File: config.mk
export PLATFORM = sky130hd
export DESIGN_NAME = mem_port_arbiter
export DESIGN_NICKNAME = d
export VERILOG_FILES = /design/src/rtl/mem_port_arbiter.sv
export SDC_FILE = /design/constraint.sdc
export NUM_CORES = 1
export LEC_CHECK = 0
export CAP_MARGIN = 5
export CORE_AREA = 8 8 99 101
export DETAILED_ROUTE_END_ITERATION = 10
export DIE_AREA = 0 0 107 109
export PLACE_DENSITY = 0.74
export SLEW_MARGIN = 10
export SYNTH_ARGS = -nofsm -noshare
export SYNTH_HDL_FRONTEND = slang
export SYNTH_SLANG_ARGS = --single-unit
export TNS_END_PERCENT = 10
File: constraint.sdc
create_clock -name clk -period 2 [get_ports clk]
set_input_delay 0.4 -clock clk [delete_from_list [all_inputs] [get_ports clk]]
set_output_delay 0.4 -clock clk [all_outputs]
set_load 0.01 [all_outputs]
File: src/rtl/mem_port_arbiter.sv
// mem_port_arbiter
//   Shares one single-ported unified memory between the instruction-fetch
//   path and the load/store data path. One transaction is outstanding at a
//   time: a requester is granted in IDLE, the arbiter waits in WAIT for the
//   memory acknowledge and routes the response back to the owner. A streak
//   counter keeps fetch from starving behind back-to-back data accesses, and
//   a timeout counter drops into a sticky ERR state if memory never answers.
//
// Ports
//   clk, rst                  clock (rising edge), synchronous active-low reset
//   if_req/if_addr            fetch request, held until if_gnt
//   if_gnt/if_rvalid/if_rdata fetch grant and one-cycle response
//   d_req/d_we/d_addr/d_wdata data request, held until d_gnt
//   d_gnt/d_rvalid/d_rdata    data grant and one-cycle response (store ack)
//   mem_en/mem_we/mem_addr/mem_wdata  memory command
//   mem_rvalid/mem_rdata      memory response
//   err                       sticky timeout error
module mem_port_arbiter #(
  parameter int A_WIDTH         = 32,
  parameter int DATA_WIDTH      = 32,
  parameter int MAX_DATA_STREAK = 4,
  parameter int TIMEOUT         = 15
) (
  input  logic                  clk,
  input  logic                  rst,
  input  logic                  if_req,
  input  logic [A_WIDTH-1:0]    if_addr,
  output logic                  if_gnt,
  output logic                  if_rvalid,
  output logic [DATA_WIDTH-1:0] if_rdata,
  input  logic                  d_req,
  input  logic                  d_we,
  input  logic [A_WIDTH-1:0]    d_addr,
  input  logic [DATA_WIDTH-1:0] d_wdata,
  output logic                  d_gnt,
  output logic                  d_rvalid,
  output logic [DATA_WIDTH-1:0] d_rdata,
  output logic                  mem_en,
  output logic                  mem_we,
  output logic [A_WIDTH-1:0]    mem_addr,
  output logic [DATA_WIDTH-1:0] mem_wdata,
  input  logic                  mem_rvalid,
  input  logic [DATA_WIDTH-1:0] mem_rdata,
  output logic                  err
);

  localparam int SW = $clog2(MAX_DATA_STREAK + 1);
  localparam int TW = $clog2(TIMEOUT + 1);
  localparam logic [SW-1:0] STREAK_MAX = SW'(MAX_DATA_STREAK);
  localparam logic [TW-1:0] TMO_LAST   = TW'(TIMEOUT - 1);

  typedef enum logic [1:0] {IDLE, WAIT, ERR} state_t;

  state_t        state;
  logic          owner;     // 0 = fetch, 1 = data
  logic          owner_we;
  logic [SW-1:0] streak;
  logic [TW-1:0] tmo;

  logic fetch_wins;
  logic grant_f;
  logic grant_d;
  logic resp;

  // Data wins by default; fetch wins when data is idle or fetch has waited
  // through a full streak of data grants.
  assign fetch_wins = if_req && (!d_req || (streak == STREAK_MAX));
  assign grant_f    = (state == IDLE) && fetch_wins;
  assign grant_d    = (state == IDLE) && d_req && !fetch_wins;
  assign resp       = (state == WAIT) && mem_rvalid;

  // Grant and response paths are combinational so a request is accepted in
  // the same cycle and the memory response passes straight to the owner.
  always_comb begin
    if_gnt    = grant_f;
    d_gnt     = grant_d;
    mem_en    = grant_f || grant_d;
    mem_we    = 1'b0;
    mem_addr  = '0;
    mem_wdata = '0;
    if (grant_d) begin
      mem_we    = d_we;
      mem_addr  = d_addr;
      mem_wdata = d_wdata;
    end else if (grant_f) begin
      mem_addr  = if_addr;
    end
    if_rvalid = resp && !owner;
    d_rvalid  = resp && owner;
    if_rdata  = if_rvalid ? mem_rdata : '0;
    d_rdata   = (d_rvalid && !owner_we) ? mem_rdata : '0;
    err       = (state == ERR);
  end

  // Sequencer: latch the owner on a grant, wait for the acknowledge, and
  // fall into ERR after TIMEOUT silent WAIT cycles.
  always_ff @(posedge clk) begin
    if (!rst) begin
      state    <= IDLE;
      owner    <= 1'b0;
      owner_we <= 1'b0;
      streak   <= '0;
      tmo      <= '0;
    end else begin
      case (state)
        IDLE: begin
          if (grant_f || grant_d) begin
            state    <= WAIT;
            owner    <= grant_d;
            owner_we <= grant_d && d_we;
            tmo      <= '0;
            if (grant_d && if_req)
              streak <= (streak == STREAK_MAX) ? streak : streak + SW'(1);
            else
              streak <= '0;
          end
        end
        WAIT: begin
          if (mem_rvalid)
            state <= IDLE;
          else if (tmo == TMO_LAST)
            state <= ERR;
          else
            tmo <= tmo + TW'(1);
        end
        ERR:     state <= ERR;
        default: state <= IDLE;
      endcase
    end
  end

endmodule

==> results of run 1 <==
[path summary, 6_finish.rpt]
| kind | end | slack (ns) | depth (start not counted) |
|---|---|---|---|
| worst max-delay path | mem_addr[27] | -0.15 | 9 |
| worst min register to register | owner_we$_SDFFE_PN0P_ | 0.50 | 2 |
| worst min-delay path | owner_we$_SDFFE_PN0P_ | 0.50 | 2 |
| worst max register to register | tmo[3]$_SDFFE_PN0P_ | 0.45 | 4 |
[stage by stage]
stage	setup WS [ns]	std cells	cell area, sq um	util, %	total power, mW
5_1_grt	-0.229	623	4590	54.8	2.22
4_1_cts	-0.156	620	4420	52.7	2.06
6_report	-0.153	623	4590	54.8	2.10
3_3_place_gp	-0.665	602	4600	54.9	1.82
3_5_place_dp	-0.656	602	4600	54.9	1.84
2_1_floorplan	0.167	224	1650	-	0.839
[sequential cells by signal (all words and copies together), names as in the netlist]
signal    cells
streak        3
owner         1
state         2
tmo           4
owner_we      1
[metal layers]
| layer | global-route usage [%] | up-vias | share of wire (%) |
|---|---|---|---|
| met5 | 0 | - | 0 |
| met4 | 2.61 | 0 | 0.83 |
| met3 | 3.66 | 8 | 5.8 |
| met2 | 39.1 | 119 | 56 |
| met1 | 21.7 | 1344 | 38 |
| li1 | - | 1391 | - |
[worst max-delay path, cell delays in order (launching register included)]
cell,delay (ns)
sky130_fd_sc_hd__dfxtp_2,0.32
sky130_fd_sc_hd__inv_2,0.06
sky130_fd_sc_hd__ha_4,0.16
sky130_fd_sc_hd__nand2_4,0.07
sky130_fd_sc_hd__a211oi_4,0.25
sky130_fd_sc_hd__buf_6,0.15
sky130_fd_sc_hd__buf_8,0.12
sky130_fd_sc_hd__buf_16,0.13
sky130_fd_sc_hd__a22o_1,0.15
sky130_fd_sc_hd__buf_6,0.11
[synth_stat cells (3+ instances only)]
cell / number
sky130_fd_sc_hd__nand2_1: 3
sky130_fd_sc_hd__buf_4: 3
sky130_fd_sc_hd__o21ai_0: 7
sky130_fd_sc_hd__dfxtp_1: 11
sky130_fd_sc_hd__ha_1: 4
sky130_fd_sc_hd__nor2_1: 5
sky130_fd_sc_hd__nand3_1: 4
sky130_fd_sc_hd__and2_1: 65
sky130_fd_sc_hd__inv_1: 6
sky130_fd_sc_hd__buf_2: 3
sky130_fd_sc_hd__buf_6: 3
sky130_fd_sc_hd__clkbuf_1: 13
sky130_fd_sc_hd__a21oi_1: 5
sky130_fd_sc_hd__and3_1: 34
sky130_fd_sc_hd__a22o_1: 32
[power breakdown]
part | switching, mW | internal (mW)
registers | 0.0194 | 0.242
logic | 0.667 | 0.946
clock network | 0.0829 | 0.140
total | 0.770 | 1.33
[cells by family (layout without fill, tap and decap cells)]
group / after synthesis / after routing / synth area share [%]
simple gates: 128 / 128 / 49.0
compound gates: 52 / 52 / 25.2
buf+inv: 28 / 319 / 8.67
flops: 11 / 11 / 13.4
fa+ha+maj: 4 / 4 / 3.04
mux: 1 / 1 / 0.608
[final cells by class]
type / instances / area [sq um] / area share [%]
clock buffer: 4 / 45.0 / 0.981
inverter: 6 / 22.5 / 0.491
multi-input combinational: 185 / 1370 / 29.8
sequential: 11 / 226 / 4.93
tap: 108 / 135 / 2.94
timing repair buffer: 309 / 2790 / 60.9
[timing repair]
item                                    in CTS  in global routing
pin swaps                                   12                  8
gates resized for setup                    559                 54
cloned                                       6                  0
endpoints found under the hold margin        0                  0
buffers inserted                             8                  3
hold buffers                                 0                  0
endpoints found under the setup margin     134                115
==> impl_summary.log, run 1 <==
[metrics] number of standard cells after synthesis: between 200 and 250
[metrics] post-route fraction of the period consumed by the critical path: 108%
[metrics] number of global-route vias before repair: roughly 2900
[metrics] number of vias in the routed layout: roughly 2900
[metrics] Setup crit start kind: flop
[metrics] sum of routed wire length over all layers: about 13 mm
[metrics] number of inserted filler cells in the final layout: 777
[metrics] wire length of the first global-routing pass: 18.1 mm
[metrics] final-report hold violation count: 0
[metrics] top-level port count: approximately 270
[metrics] total global-route track usage: 19.8%
[metrics] final critical delay including setup and external delays: 2.15 ns
[metrics] initial core utilization: about a fifth
[metrics] top-area cell type share of the netlist area: about a quarter
[metrics] cells taking the most area after synthesis: sky130_fd_sc_hd__and2_1 25%, sky130_fd_sc_hd__a22o_1 17%, sky130_fd_sc_hd__dfxtp_1 13%
[metrics] drc violations: 0
[metrics] placement row count: 34
[metrics] gpl congestion: 0.798
[metrics] Synth async-reset ratio: 0%
[metrics] number of nets in the layout: around 650
[metrics] GRT Residual Overflow: 0
[metrics] most common cell after layout, fill and taps aside: sky130_fd_sc_hd__clkdlybuf4s50_1
[metrics] area of the mapped netlist: around 0.0016 sq mm
[metrics] root buffer cell: sky130_fd_sc_hd__clkbuf_8
[metrics] result of the run: finished, violations left
[metrics] Worst-Margin Slew: between 0.2 and 0.3 ns
[metrics] final-layout setup total negative slack: -3.27 ns
[metrics] starting DRC count in detailed routing: approximately 100
[metrics] endpoint type of the worst setup path: primary output
[metrics] clock transition time at the flip-flop clock pins of the worst setup and hold paths: ~0.050 ns
[metrics] worst-skew pair later-pin latency: 0.24 ns
[metrics] register area share after synthesis: roughly 13%
[metrics] CP Max Fanout: 9
[metrics] total of flip-flops plus latches after synthesis: 11
[metrics] tightest hold margin: 0.499 ns
[metrics] die footprint: 0.0117 sq mm
[metrics] Post-Syn Nets: 362
[metrics] Post-synth top flop: sky130_fd_sc_hd__dfxtp_1
[metrics] count of buffers from port buffering: 268
[metrics] CP Data Required Time: 1.60 ns
[metrics] post-detailed-route via-to-cell ratio: 4.59
[metrics] Leak Pwr: between 2 and 2.5 nW
[metrics] count of H-tree levels built during CTS: 1
[metrics] Max-Cap Viols: 0
[metrics] Final Slew Violations: 0
[metrics] beginning of the worst hold path: owner_we$_SDFFE_PN0P_
[metrics] CTS Buffer Depth: 2
[metrics] CTS buffer count: 3
[metrics] power density normalized to cell area: 457 mW/mm^2
[metrics] core box area: about 0.0084 sq mm
[metrics] IR drop worst, VDD: 0.246 mV
[metrics] clock sink total: 11
[metrics] Worst Clk Skew: 0.00165 ns
[metrics] remaining antenna violation count: 0
[metrics] data arrival at the endpoint of the critical path: around 1.8 ns
[metrics] Slew headroom: about four fifths
[metrics] Area Overhead vs Synth: 179%
[metrics] CP Class: flop to primary output
[metrics] average cell area after synthesis: between 7 and 8 sq um
[metrics] initial antenna violation count: 0
[metrics] number of warnings reported in the yosys synthesis log: 0
[metrics] router iterations before antenna repair: 4
[metrics] failing checks: setup timing
[metrics] peak clock frequency supported by timing: 465 MHz
[metrics] commonest cells after routing, fill and taps aside: 131 x sky130_fd_sc_hd__clkdlybuf4s50_1, 92 x sky130_fd_sc_hd__buf_2, 52 x sky130_fd_sc_hd__and2_1
[metrics] height of the die: between 100 and 150 um
[metrics] antenna diode count: 0
[metrics] placed wire-length estimate after detailed placement: between 10 and 15 mm
[metrics] layout cell share with drive strength beyond 1: between 30% and 40%
[metrics] first element of the critical path: streak[1]$_SDFFE_PN0P_
[metrics] width of the chip: 107 um
[metrics] number of flops mapped to enable cells by yosys: 0
[metrics] startpoint of the lowest-slack register-to-register path: state[1]$_SDFFE_PN0P_
[metrics] clock tree from TritonCTS: built
[metrics] kind of path behind the tightest hold check: flop to flop
[metrics] Final setup viols: between 50 and 60
[metrics] maximum number of pins on one net before global-route repair: 34
[metrics] Final WS setup: -0.153 ns
[metrics] cell type contributing the most total cell area after synthesis: sky130_fd_sc_hd__and2_1
[metrics] Avg WL per Cell: around 20 um
[metrics] RSZ-0062 raised after global routing: yes
[metrics] Cell variety after synth: 35
No activity file was read; power rests on OpenSTA's default activity.
==> run 2, diff against run 1 <==
- TNS_END_PERCENT: 10 -> not set
==> run 2 against run 1 <==
Compared with the run above:
- the run still ends with setup timing left
- register-to-register slack got worse by 0.04 ns
- critical endpoint is now mem_addr[25]
- combinational power increased by 24%
- critical path type unchanged
- utilization up 10 points
- global-route usage increased by 1.4 points
==> impl_summary.log, run 2 (synthesized netlist as in run 1, its figures left out) <==
[metrics] switching part of the total power: 34.9% (-1.8 points)
[metrics] post-detailed-route via-to-cell ratio: 4.67 (+1.7%)
[metrics] Total Power Consumption: 2.49 mW (+19%)
[metrics] maximum number of pins on one net before global-route repair: 34 (unchanged)
[metrics] Final setup viols: 55 (-3.5%)
[metrics] biggest registers after layout: tmo (4), streak (3), state (2)
[metrics] register name with the most flops: tmo
[metrics] commonest cells after routing, fill and taps aside: 130 x sky130_fd_sc_hd__clkdlybuf4s50_1, 94 x sky130_fd_sc_hd__buf_6, 57 x sky130_fd_sc_hd__and2_4
[metrics] data arrival at the endpoint of the critical path: 1.79 ns (+0.04 ns)
[metrics] GRT Residual Overflow: 0 (unchanged)
[metrics] total global-route track usage: 21.1% (+1.4 points)
[metrics] remaining antenna violation count: 0 (unchanged)
[metrics] IR drop worst, VDD: 0.274 mV (+11%)
[metrics] Max-Cap Viols: 0 (unchanged)
[metrics] proportion of power drawn by flip-flops and latches: 10.5% (-2.0 points)
[metrics] Leak Pwr: 2.67 nW (+14%)
[metrics] starting DRC count in detailed routing: 110 (+5.8%)
[metrics] cell-by-cell listing of the critical path: inv_2 -> ha_4 -> nand2_4 -> a211oi_4 -> buf_6 -> buf_12 -> buf_16 -> a22o_1 -> buf_6
[metrics] Worst Clk Skew: 0.000748 ns (-0.000900 ns)
[metrics] core box area: 0.00838 sq mm (unchanged)
[metrics] tightest hold margin: 0.510 ns (+0.0105 ns)
[metrics] count of buffers from port buffering: 268 (unchanged)
[metrics] most common cell after layout, fill and taps aside: sky130_fd_sc_hd__clkdlybuf4s50_1
[metrics] height of the die: 109 um (unchanged)
[metrics] final-layout setup total negative slack: -5.97 ns (-2.70 ns)
[metrics] number of global-route vias before repair: 3081 (+7.7%)
[metrics] top-level port count: 269 (unchanged)
[metrics] CTS buffer count: 3 (unchanged)
[metrics] CTS Buffer Depth: 2 (unchanged)
[metrics] root buffer cell: sky130_fd_sc_hd__clkbuf_8
[metrics] width of the chip: 107 um (unchanged)
[metrics] Switching Power: 869 uW (+13%)
[metrics] layout cell share with drive strength beyond 1: 52.6% (+13 points)
[metrics] placed wire-length estimate after detailed placement: 10.1 mm (unchanged)
[metrics] Slew headroom: 80.1% (about the same)
[metrics] endpoint type of the worst setup path: primary output
[metrics] flip-flop count of the largest register, all copies and words added: 4 (unchanged)
[metrics] antenna diode count: 0 (unchanged)
[metrics] P_int: 1.62 mW (+22%)
[metrics] Worst-Margin Slew: 0.295 ns (-0.00428 ns)
[metrics] post-place setup slack: -0.656 ns (unchanged)
[metrics] initial antenna violation count: 0 (unchanged)
[metrics] Top cell by count, worst path: sky130_fd_sc_hd__buf_6
[metrics] peak clock frequency supported by timing: 456 MHz (-1.9%)
[metrics] count of H-tree levels built during CTS: 1 (unchanged)
[metrics] Setup crit start kind: flop
[metrics] wire length of the first global-routing pass: 19.4 mm (+6.7%)
[metrics] CP Data Required Time: 1.60 ns (about the same)
[metrics] clock transition time at the flip-flop clock pins of the worst setup and hold paths: 0.05 ns (about the same)
[metrics] power density normalized to cell area: 458 mW/mm^2 (+0.25%)
[metrics] result of the run: finished, violations left
[metrics] placement row count: 34 (unchanged)
[metrics] Area Overhead vs Synth: 230%
[metrics] clock tree from TritonCTS: built
[metrics] Final Slew Violations: 0 (unchanged)
[metrics] stage delay of the slowest cell on the critical path: 0.32 ns (about the same)
[metrics] number of vias in the routed layout: 3056 (+6.8%)
[metrics] clock sink total: 11 (unchanged)
[metrics] Avg WL per Cell: 21.5 um (+5.2%)
[metrics] CP Class: flop to primary output
[metrics] proportion of power drawn by the clock network: 9.0% (-1.6 points)
[metrics] initial core utilization: 19.6% (unchanged)
[metrics] final-report hold violation count: 0 (unchanged)
[metrics] failing checks: setup timing
[metrics] gpl congestion: 0.798 (unchanged)
[metrics] Final WS setup: -0.194 ns (-0.0411 ns)
[metrics] post-route fraction of the period consumed by the critical path: 110% (+2.1 points)
[metrics] number of nets in the layout: 685 (+4.7%)
[metrics] worst-skew pair later-pin latency: 0.24 ns (about the same)
[metrics] number of inserted filler cells in the final layout: 644 (-17%)
[metrics] cell with the largest stage delay on the worst path: sky130_fd_sc_hd__dfxtp_2
[metrics] CP Max Fanout: 8 (-1)
[metrics] kind of path behind the tightest hold check: flop to flop
[metrics] hold-fix buffer count after cts: 0 (unchanged)
[metrics] final critical delay including setup and external delays: 2.19 ns (+0.0411 ns)
[metrics] die footprint: 0.0117 sq mm (unchanged)
[metrics] Comb power frac: 80.5% (+3.6 points)
[metrics] drc violations: 0 (unchanged)
[metrics] sum of routed wire length over all layers: 14.1 mm (+10%)
[metrics] router iterations before antenna repair: 4 (unchanged)
[metrics] RSZ-0062 raised after global routing: yes
[run 2: cell count changes in the layout (fill, tap and decap cells not counted), moves of 6 or more]
| cell | delta |
|---|---|
| sky130_fd_sc_hd__buf_6 | +56 |
| sky130_fd_sc_hd__buf_16 | +6 |
| sky130_fd_sc_hd__buf_4 | +13 |
| sky130_fd_sc_hd__buf_2 | -41 |
| sky130_fd_sc_hd__and2_4 | +44 |
| sky130_fd_sc_hd__and2_1 | -44 |
[run 2: final timing paths]
path	startpoint	to	slack (ns)	cells past startpoint
max	streak[0]$_SDFFE_PN0P_	mem_addr[25]	-0.19	9
min	owner_we$_SDFFE_PN0P_	owner_we$_SDFFE_PN0P_	0.51	2
max reg2reg	state[0]$_SDFFE_PN0P_	tmo[3]$_SDFFE_PN0P_	0.41	5
min reg2reg	owner_we$_SDFFE_PN0P_	owner_we$_SDFFE_PN0P_	0.51	2
[run 2: metrics by stage]
stage	cell area [sq um]	cells	utilization, %
floorplan	1650	224	-
global placement	4600	602	54.9
detailed placement	4600	602	54.9
CTS	4960	644	59.2
global route	5430	654	64.8
finish	5430	654	64.8
[run 2: metal layers]
| metal | up-vias | routed length (um) | track usage, % |
|---|---|---|---|
| li1 | 1463 | - | - |
| met1 | 1465 | 5260 | 23.3 |
| met2 | 113 | 7970 | 41.5 |
| met3 | 15 | 663 | 3.49 |
| met4 | 0 | 180 | 3.92 |
| met5 | - | 0 | 0 |
[run 2: power groups by stage]
stage | registers, mW | logic [mW] | clock network (mW)
finish | 0.261 | 2.00 | 0.224
floorplan | 0.259 | 0.580 | 0
global placement | 0.260 | 1.56 | 0
global route | 0.263 | 2.11 | 0.245
CTS | 0.259 | 1.81 | 0.231
detailed placement | 0.260 | 1.58 | 0
[run 2: what timing repair did]
action | CTS | global route
buffers inserted | 26 | 10
gates resized for setup | 634 | 123
hold endpoints to repair | 0 | 0
pin swaps | 27 | 38
setup endpoints to repair | 134 | 127
cloned | 12 | 4
[run 2: cell type report]
| class | instances | area, sq um | area share [%] |
|---|---|---|---|
| inverters | 6 | 22.5 | 0.415 |
| repair buffers | 340 | 3500 | 64.4 |
| well taps | 108 | 135 | 2.49 |
| flip-flops and latches | 11 | 228 | 4.19 |
| multi-input cells | 185 | 1500 | 27.7 |
| clock buffers | 4 | 45.0 | 0.829 |
[run 2: critical path, delay by kind of cell (launching register included)]
kind	cells	cell delay, ns
buffers and inverters	5	0.57
AOI/OAI and AO/OA	2	0.43
DFF	1	0.32
adders and majority gates	1	0.16
and+or+nand+nor	1	0.06
